[config.mk]
export PLATFORM = sky130hd
export DESIGN_NAME = pipe_ctrl
export DESIGN_NICKNAME = d
export VERILOG_FILES = /design/src/rtl/pipe_ctrl_pkg.sv /design/src/rtl/sat_counter.sv /design/src/rtl/pipe_ctrl.sv
export SDC_FILE = /design/constraint.sdc
export NUM_CORES = 1
export LEC_CHECK = 0
export ABC_AREA = 1
export ABC_CLOCK_PERIOD_IN_PS = 1800
export BUFFER_PORTS_ARGS = -buffer_cell sky130_fd_sc_hd__clkbuf_2
export CORE_MARGIN = 4
export CORE_UTILIZATION = 49
export DETAILED_ROUTE_END_ITERATION = 8
export PLACE_DENSITY = 0.77
export SYNTH_ARGS = -nofsm -noshare
export SYNTH_HDL_FRONTEND = slang
export SYNTH_HIERARCHICAL = 1
export SYNTH_SLANG_ARGS = --single-unit
[constraint.sdc]
create_clock -name clk -period 1.8 [get_ports clk]
set_input_delay 0.36 -clock clk [delete_from_list [all_inputs] [get_ports clk]]
set_output_delay 0.36 -clock clk [all_outputs]
set_load 0.05 [all_outputs]
[src/rtl/pipe_ctrl_pkg.sv]
// Shared definitions for the pipeline sequencer: stall-vector bit indices,
// FSM encoding, common constants and the stall-priority helper.
package pipe_ctrl_pkg;

  localparam int STALL_PC  = 0;
  localparam int STALL_IF  = 1;
  localparam int STALL_ID  = 2;
  localparam int STALL_EX  = 3;
  localparam int STALL_MEM = 4;
  localparam int STALL_WB  = 5;
  localparam int STALL_BUS = 6;

  localparam logic        ENABLE  = 1'b1;
  localparam logic        DISABLE = 1'b0;
  localparam logic [31:0] ZERO_32 = 32'h0000_0000;

  typedef enum logic {
    CTRL_RUN        = 1'b0,
    CTRL_WAIT_FETCH = 1'b1
  } ctrl_state_e;

  // Highest requesting stage holds itself and everything upstream; WB never holds.
  function automatic logic [STALL_BUS-1:0] stall_vec(input logic mem, input logic ex,
                                                     input logic id, input logic fetch);
    logic [STALL_BUS-1:0] v;
    v = '0;
    if (mem)        v[STALL_MEM:STALL_PC] = '1;
    else if (ex)    v[STALL_EX:STALL_PC]  = '1;
    else if (id)    v[STALL_ID:STALL_PC]  = '1;
    else if (fetch) v[STALL_IF:STALL_PC]  = '1;
    v[STALL_WB] = DISABLE;
    return v;
  endfunction

endpackage

[src/rtl/sat_counter.sv]
// Saturating up-counter with synchronous clear; sticks at all-ones.
// One-cycle update latency, no backpressure.
module sat_counter #(
  parameter int CNT_WIDTH = 32
) (
  input  logic                 clk,
  input  logic                 clear,
  input  logic                 inc,
  output logic [CNT_WIDTH-1:0] count
);

  always_ff @(posedge clk) begin
    if (clear) begin
      count <= '0;
    end else if (inc && !(&count)) begin
      count <= count + 1'b1;
    end
  end

endmodule

[src/rtl/pipe_ctrl.sv]
// Pipeline sequencer: combinational stall/flush/redirect from stage requests,
// plus a pending-redirect state for a branch that lands during an in-flight fetch.
module pipe_ctrl
  import pipe_ctrl_pkg::*;
#(
  parameter int          CNT_WIDTH = 32,
  parameter logic [31:0] RESET_PC  = 32'h0000_0000
) (
  input  logic                 clk,
  input  logic                 rst,
  input  logic                 stallreq_if,
  input  logic                 stallreq_id,
  input  logic                 stallreq_ex,
  input  logic                 stallreq_mem,
  input  logic                 flushreq_ex,
  input  logic [31:0]          target_ex,
  output logic [5:0]           stall,
  output logic                 flush_if_id,
  output logic                 flush_id_ex,
  output logic                 new_pc_valid,
  output logic [31:0]          new_pc,
  output logic [CNT_WIDTH-1:0] stall_cycles,
  output logic [CNT_WIDTH-1:0] flush_count
);

  ctrl_state_e          state, state_nxt;
  logic [31:0]          pend_pc, pend_pc_nxt;
  logic [STALL_BUS-1:0] req_stall;

  assign req_stall = stall_vec(stallreq_mem, stallreq_ex, stallreq_id, stallreq_if);

  always_ff @(posedge clk) begin
    if (rst) begin
      state   <= CTRL_RUN;
      pend_pc <= ZERO_32;
    end else begin
      state   <= state_nxt;
      pend_pc <= pend_pc_nxt;
    end
  end

  always_comb begin
    state_nxt    = state;
    pend_pc_nxt  = pend_pc;
    stall        = req_stall;
    flush_if_id  = DISABLE;
    flush_id_ex  = DISABLE;
    new_pc_valid = DISABLE;
    new_pc       = target_ex;
    if (rst) begin
      stall  = '0;
      new_pc = RESET_PC;
    end else begin
      case (state)
        CTRL_RUN: begin
          // A taken branch squashes the ID instruction, so its load-use stall is moot.
          if (flushreq_ex && !req_stall[STALL_EX]) begin
            stall       = stall_vec(DISABLE, DISABLE, DISABLE, stallreq_if);
            flush_if_id = ENABLE;
            flush_id_ex = ENABLE;
            if (stallreq_if) begin
              state_nxt   = CTRL_WAIT_FETCH;
              pend_pc_nxt = target_ex;
            end else begin
              new_pc_valid = ENABLE;
            end
          end
        end
        CTRL_WAIT_FETCH: begin
          stall       = stall_vec(stallreq_mem, stallreq_ex, stallreq_id, ENABLE);
          flush_if_id = ENABLE;
          new_pc      = pend_pc;
          if (!stallreq_if) begin
            new_pc_valid = ENABLE;
            state_nxt    = CTRL_RUN;
          end
        end
        default: state_nxt = CTRL_RUN;
      endcase
    end
  end

  sat_counter #(.CNT_WIDTH(CNT_WIDTH)) u_stall_cnt (
    .clk   (clk),
    .clear (rst),
    .inc   (stall[STALL_PC]),
    .count (stall_cycles)
  );

  sat_counter #(.CNT_WIDTH(CNT_WIDTH)) u_flush_cnt (
    .clk   (clk),
    .clear (rst),
    .inc   (new_pc_valid),
    .count (flush_count)
  );

endmodule
==> flow_summary.json, run 1 <==
{
  "setup_viol": 0,
  "fin_nets": 1150,
  "synth_top_family_by_area": "simple AND/OR/NAND/NOR gates",
  "end_kind": "output pin",
  "diodes": 0,
  "drv_slew": 0,
  "hold_depth": 3,
  "async_flop_share_pct": 0,
  "crit_arrival_ns": 1.42,
  "drive_gt1_share_pct": 28.4,
  "syn_inst": 951,
  "holdWs_ns": 0.307,
  "ff_latch_area_um2": 1960,
  "pwr-share-clk_pct": 39.5,
  "area_growth_pct": 37.3,
  "r2r.worst_path.cells": 11,
  "cts_tree": "built",
  "globalplace.congestion": 0.913,
  "p_int_mw": 3.63,
  "p_comb_share_pct": 17.3,
  "synth_compound_area_share_pct": 10.0,
  "hold_class": "primary input to register",
  "grt_use_total_pct": 26.3,
  "synth_seq_cells": 97,
  "grt_use_met2_pct": 41.9,
  "synth_top_flop_cell": "dfxtp_1",
  "crit_path_start_kind": "register",
  "leakage_nw": 3.51,
  "synth_top_area_share_pct": 32.9,
  "grt_pass1_vias": 6193,
  "synth.most_common_cell": "nor2_1",
  "use_met3_pct": 7.16,
  "p_per_area_nw_per_um2": 625,
  "layout_worst_path_cycle_share_pct": 99.1,
  "cts_buffers": 9,
  "grt_pass1_wl_um": 30700,
  "max-vdd-ir-drop_mv": 0.762,
  "die_h_um": 118,
  "dp_slack_ns": -0.0867,
  "synthMuxAreaShare_pct": 0,
  "avgSynthCellArea_um2": 6.22,
  "antenna_found_initial": 0,
  "wirelength_um": 18900,
  "ios": 144,
  "dieArea_um2": 13900,
  "synth-edff-count": 0,
  "p_switching_mw": 1.44,
  "wire_per_inst_um": 15.1,
  "timing.final.ws_setup_ns": 0.0164,
  "max_freq_mhz": 561,
  "clockBufferDepth": 2,
  "rows": 39,
  "cap_violations": 0,
  "drtIter0Drc": 563,
  "syn-cell-area_um2": 5910,
  "synth_area_leaders": "dfxtp_1 (33%), nor2_1 (14%), nand2_1 (13%), a21oi_1 (6.5%), nand4_1 (5.9%)",
  "drc": 0,
  "root_buffer": "clkbuf_16",
  "vias_per_cell": 5.48,
  "dr.pass1.iters": 5,
  "clk_pin_slew_ns": 0.06,
  "synthTopCellsByCount": "nor2_1 (222), nand2_1 (201), dfxtp_1 (97), inv_1 (78), a21oi_1 (77)",
  "cts.sinks": 97,
  "multiInputGateArea_um2": 3650,
  "n_fill_cell": 922,
  "synthAdderAreaFrac_pct": 0.423,
  "place_hpwl_um": 12400,
  "grt_max_degree": 34,
  "path_max_fanout": 10,
  "ctsHtreeMaxLevel": 3,
  "met1_usage_pct": 35.2,
  "start_util_pct": 50.9,
  "synth_xor_xnor_area_share_pct": 0.593,
  "required_ns": 1.44,
  "ys_seq_area_share_pct": 32.9,
  "clk_latency_ns": 0.36,
  "mappedNetlistNets": 992,
  "layout_min_cycle_time_ns": 1.78,
  "timing_hold_violations_final": 0,
  "coreArea_um2": 11600,
  "p_seq_share_pct": 43.2,
  "outcome": "complete, no violations",
  "die-width_um": 118,
  "swShare_pct": 28.5,
  "synth_cell_types": 28,
  "dr_total_vias": 6894,
  "final_util_pct": 69.9,
  "yosys.area.top_type": "dfxtp_1",
  "fin_skew_ns": 0.0107,
  "ys_warn_count": 6,
  "port_buffers": 142,
  "postRouteAntennaNets": 0,
  "grt_busiest_layer": "met2",
  "crit_type": "register to output pin",
  "overflow": 0,
  "grt_setup_unrepaired": "yes",
  "synthSimpleGateAreaFrac_pct": 46.1
}
==> metrics by stage <==
step                cell area [um^2]   TNS (ns)  power, mW  instances
global route                    8110     -0.468       5.27       1257
CTS                             7950  -0.000745       5.08       1251
finish                          8110          0       5.07       1257
global placement                7290     -0.269       2.99       1231
detailed placement              7290     -0.828       3.00       1231
floorplan                       6110      -2.31       2.75        951
==> repair_timing <==
action / CTS / global route
pin swaps: 2 / 5
setup endpoints to repair: 36 / 58
buffers inserted: 2 / 3
gates resized for setup: 74 / 36
hold buffers: 0 / 0
cloned: 2 / 3
==> power groups by stage <==
stage                     registers (mW)  clock network (mW)  logic, mW
final                               2.19                2.00      0.880
after global routing                2.19                2.14      0.938
after CTS                           2.19                2.05      0.842
after detailed placement            2.24                   0      0.757
after global placement              2.24                   0      0.754
after floorplan                     2.26                   0      0.490
==> area by class of cell <==
cell class                 instances  area share, %
multi-input combinational        729           45.0
sequential                        97           24.2
timing repair buffer             192           20.9
inverter                          80           3.82
clock buffer                      10           2.95
tap                              143           2.21
clock inverter                     6          0.833
==> layout by cell type (no fill, tap or decap), types with 3 or more instances in the layout <==
cell and n:
a21oi_1 44, a21oi_2 30, a21oi_4 3, a31oi_1 6
buf_12 22, buf_4 35, buf_8 17, clkbuf_16 10
clkbuf_2 104, clkbuf_8 9, dfxtp_1 84, dfxtp_2 11
inv_1 73, inv_2 5, nand2_1 196, nand2_2 11
nand2_4 3, nand3_1 64, nand3b_1 10, nand3b_4 4
nand4_1 56, nor2_1 215, nor2_2 16, nor2_4 14
nor3_1 8, nor3_2 3, o21ai_0 27, o21ai_1 7
==> flip-flops by register name (all words and copies together) (netlist names) <==
name	cells
u_stall_cnt/count	32
pend_pc	32
state	1
u_flush_cnt/count	32
==> path summary, 6_finish.rpt <==
| path | start | endpoint | slack, ns |
|---|---|---|---|
| max reg2reg | u_flush_cnt/count[0] | u_flush_cnt/count[12] | 0.06 |
| min | stallreq_if | state | 0.31 |
| min reg2reg | pend_pc[28] | pend_pc[28] | 0.48 |
| max | state | new_pc[20] | 0.02 |
==> kinds of logic after synthesis <==
logic type / count (synthesis)
AND/OR/NAND/NOR: 603
buffers and inverters: 127
AO/OA/AOI/OAI: 117
flip-flops: 97
XOR/XNOR: 4
adder cells (fa/ha/maj): 2
other: 1
==> critical path: stages, from the launching register on <==
cell and delay [ns]:
dfxtp_4 0.37, inv_8 0.11, clkbuf_16 0.16, o21ai_0 0.09
a21oi_2 0.17, buf_8 0.17
==> layer usage <==
metal,vias up,wire length [um]
met3,41,1700
li1,3415,-
met5,-,0
met2,332,8960
met4,0,366
met1,3106,7900
Note: power is estimated with default switching activity, not from simulation.
==> run 2, diff against run 1 <==
ABC_CLOCK_PERIOD_IN_PS = 1600   (was 1800)
clock period = 1.6 ns   (was 1.8 ns; I/O delays follow)
==> flow_summary.json, run 2 (synthesis results as in run 1) <==
{
  "grt_max_degree": 43,
  "max-vdd-ir-drop_mv": 0.486,
  "dieArea_um2": 13900,
  "clk_latency_ns": 0.35,
  "postRouteAntennaNets": 0,
  "cts_buffers": 9,
  "power_mw": 5.72,
  "start_util_pct": 50.9,
  "fin_skew_ns": 0.00731,
  "required_ns": 1.28,
  "violations": "negative setup slack",
  "crit_arrival_ns": 1.49,
  "drc": 0,
  "hold_class": "primary input to register",
  "antenna_found_initial": 0,
  "hold_buffers": 0,
  "crit_path_start_kind": "register",
  "coreArea_um2": 11600,
  "crit_type": "register to output pin",
  "drv_slew": 0,
  "grt_use_total_pct": 27.6,
  "final_util_pct": 79.6,
  "clockBufferDepth": 2,
  "diodes": 0,
  "end_kind": "output pin",
  "dr.pass1.iters": 6,
  "port_buffers": 142,
  "root_buffer": "clkbuf_16",
  "reg.largest.list": "pend_pc (32), u_flush_cnt/count (32), u_stall_cnt/count (32)",
  "final_cell_mix": "nor2_1 (184), nand2_1 (169), clkbuf_2 (103)",
  "multiInputGateArea_um2": 4270,
  "timing.final.ws_setup_ns": -0.208,
  "cap_violations": 0,
  "grt_pass1_vias": 6687,
  "wirelength_um": 22400,
  "placed_cell_area_um2": 7740,
  "cts.sinks": 97,
  "n_fill_cell": 748,
  "grt_setup_unrepaired": "yes",
  "ctsHtreeMaxLevel": 3,
  "p_per_area_nw_per_um2": 619,
  "dr_total_vias": 7619,
  "cts_tree": "built",
  "wire_per_inst_um": 17.3,
  "setup-tns-final_ns": -6.30,
  "die-width_um": 118,
  "overflow": 0,
  "grt_pass1_wl_um": 32300,
  "max_freq_mhz": 553,
  "drtIter0Drc": 779,
  "rows": 39,
  "final_common_cell": "nor2_1",
  "layout_worst_path_cycle_share_pct": 113,
  "outcome": "finished with violations",
  "dp_slack_ns": -0.329,
  "leakage_nw": 4.06,
  "layout_min_cycle_time_ns": 1.81,
  "ff_latch_area_um2": 2040,
  "path_max_fanout": 8,
  "timing_hold_violations_final": 0,
  "setup_viol": 63,
  "fin_area_um2": 9250,
  "drive_gt1_share_pct": 43.2,
  "ios": 144,
  "die_h_um": 118,
  "vias_per_cell": 5.87,
  "fin_nets": 1190,
  "place_hpwl_um": 12900,
  "area_growth_pct": 56.5,
  "clk_pin_slew_ns": 0.07,
  "globalplace.congestion": 0.929
}
## run 2: area by class of cell
class | instances | share of cell area, %
multi-input combinational | 730 | 46.2
timing repair buffer | 231 | 23.3
sequential | 97 | 22.1
inverter | 80 | 3.46
clock inverter | 1 | 0.0947
clock buffer | 15 | 3.00
tap | 143 | 1.93
## run 2: repair_timing
item	in CTS	in global routing
gates resized for setup	115	148
hold endpoints to repair	0	0
setup endpoints to repair	56	103
pin swaps	8	48
cloned	3	6
buffers inserted	6	9
## run 2: where the power goes
part           total, mW  switching [mW]  internal [mW]
Clock               2.13           0.942           1.19
Combinational       1.13           0.676          0.452
Sequential          2.46          0.0251           2.44
## run 2: path summary, 6_finish.rpt
| check | start | to | slack, ns | cells after the start |
|---|---|---|---|---|
| worst max-delay path | state | new_pc[28] | -0.21 | 5 |
| worst max register to register | state | u_flush_cnt/count[13] | -0.14 | 10 |
| worst min-delay path | stallreq_if | state | 0.32 | 3 |
| worst min register to register | pend_pc[16] | pend_pc[16] | 0.49 | 2 |
## run 2: per-stage QoR
| stage | std cells | hold slack (ns) |
|---|---|---|
| 2_1_floorplan | 951 | 0.379 |
| 3_3_place_gp | 1257 | 0.456 |
| 3_5_place_dp | 1257 | 0.467 |
| 4_1_cts | 1282 | 0.297 |
| 5_1_grt | 1297 | 0.352 |
| 6_report | 1297 | 0.316 |
## run 2: worst max-delay path, cell delays in order, from the launching register on
cell and delay, ns:
dfxtp_4 0.38, inv_8 0.06, clkbuf_16 0.17, o21ai_1 0.29, a21oi_4 0.07, buf_12 0.16
## run 2: metal layers
| metal | vias to the layer above | part of all wire, % | track usage, % |
|---|---|---|---|
| met1 | 3506 | 38 | 36.1 |
| li1 | 3501 | - | - |
| met3 | 89 | 10 | 5.77 |
| met4 | 0 | 3.8 | 10.6 |
| met5 | - | 0 | 0 |
| met2 | 523 | 48 | 44.6 |
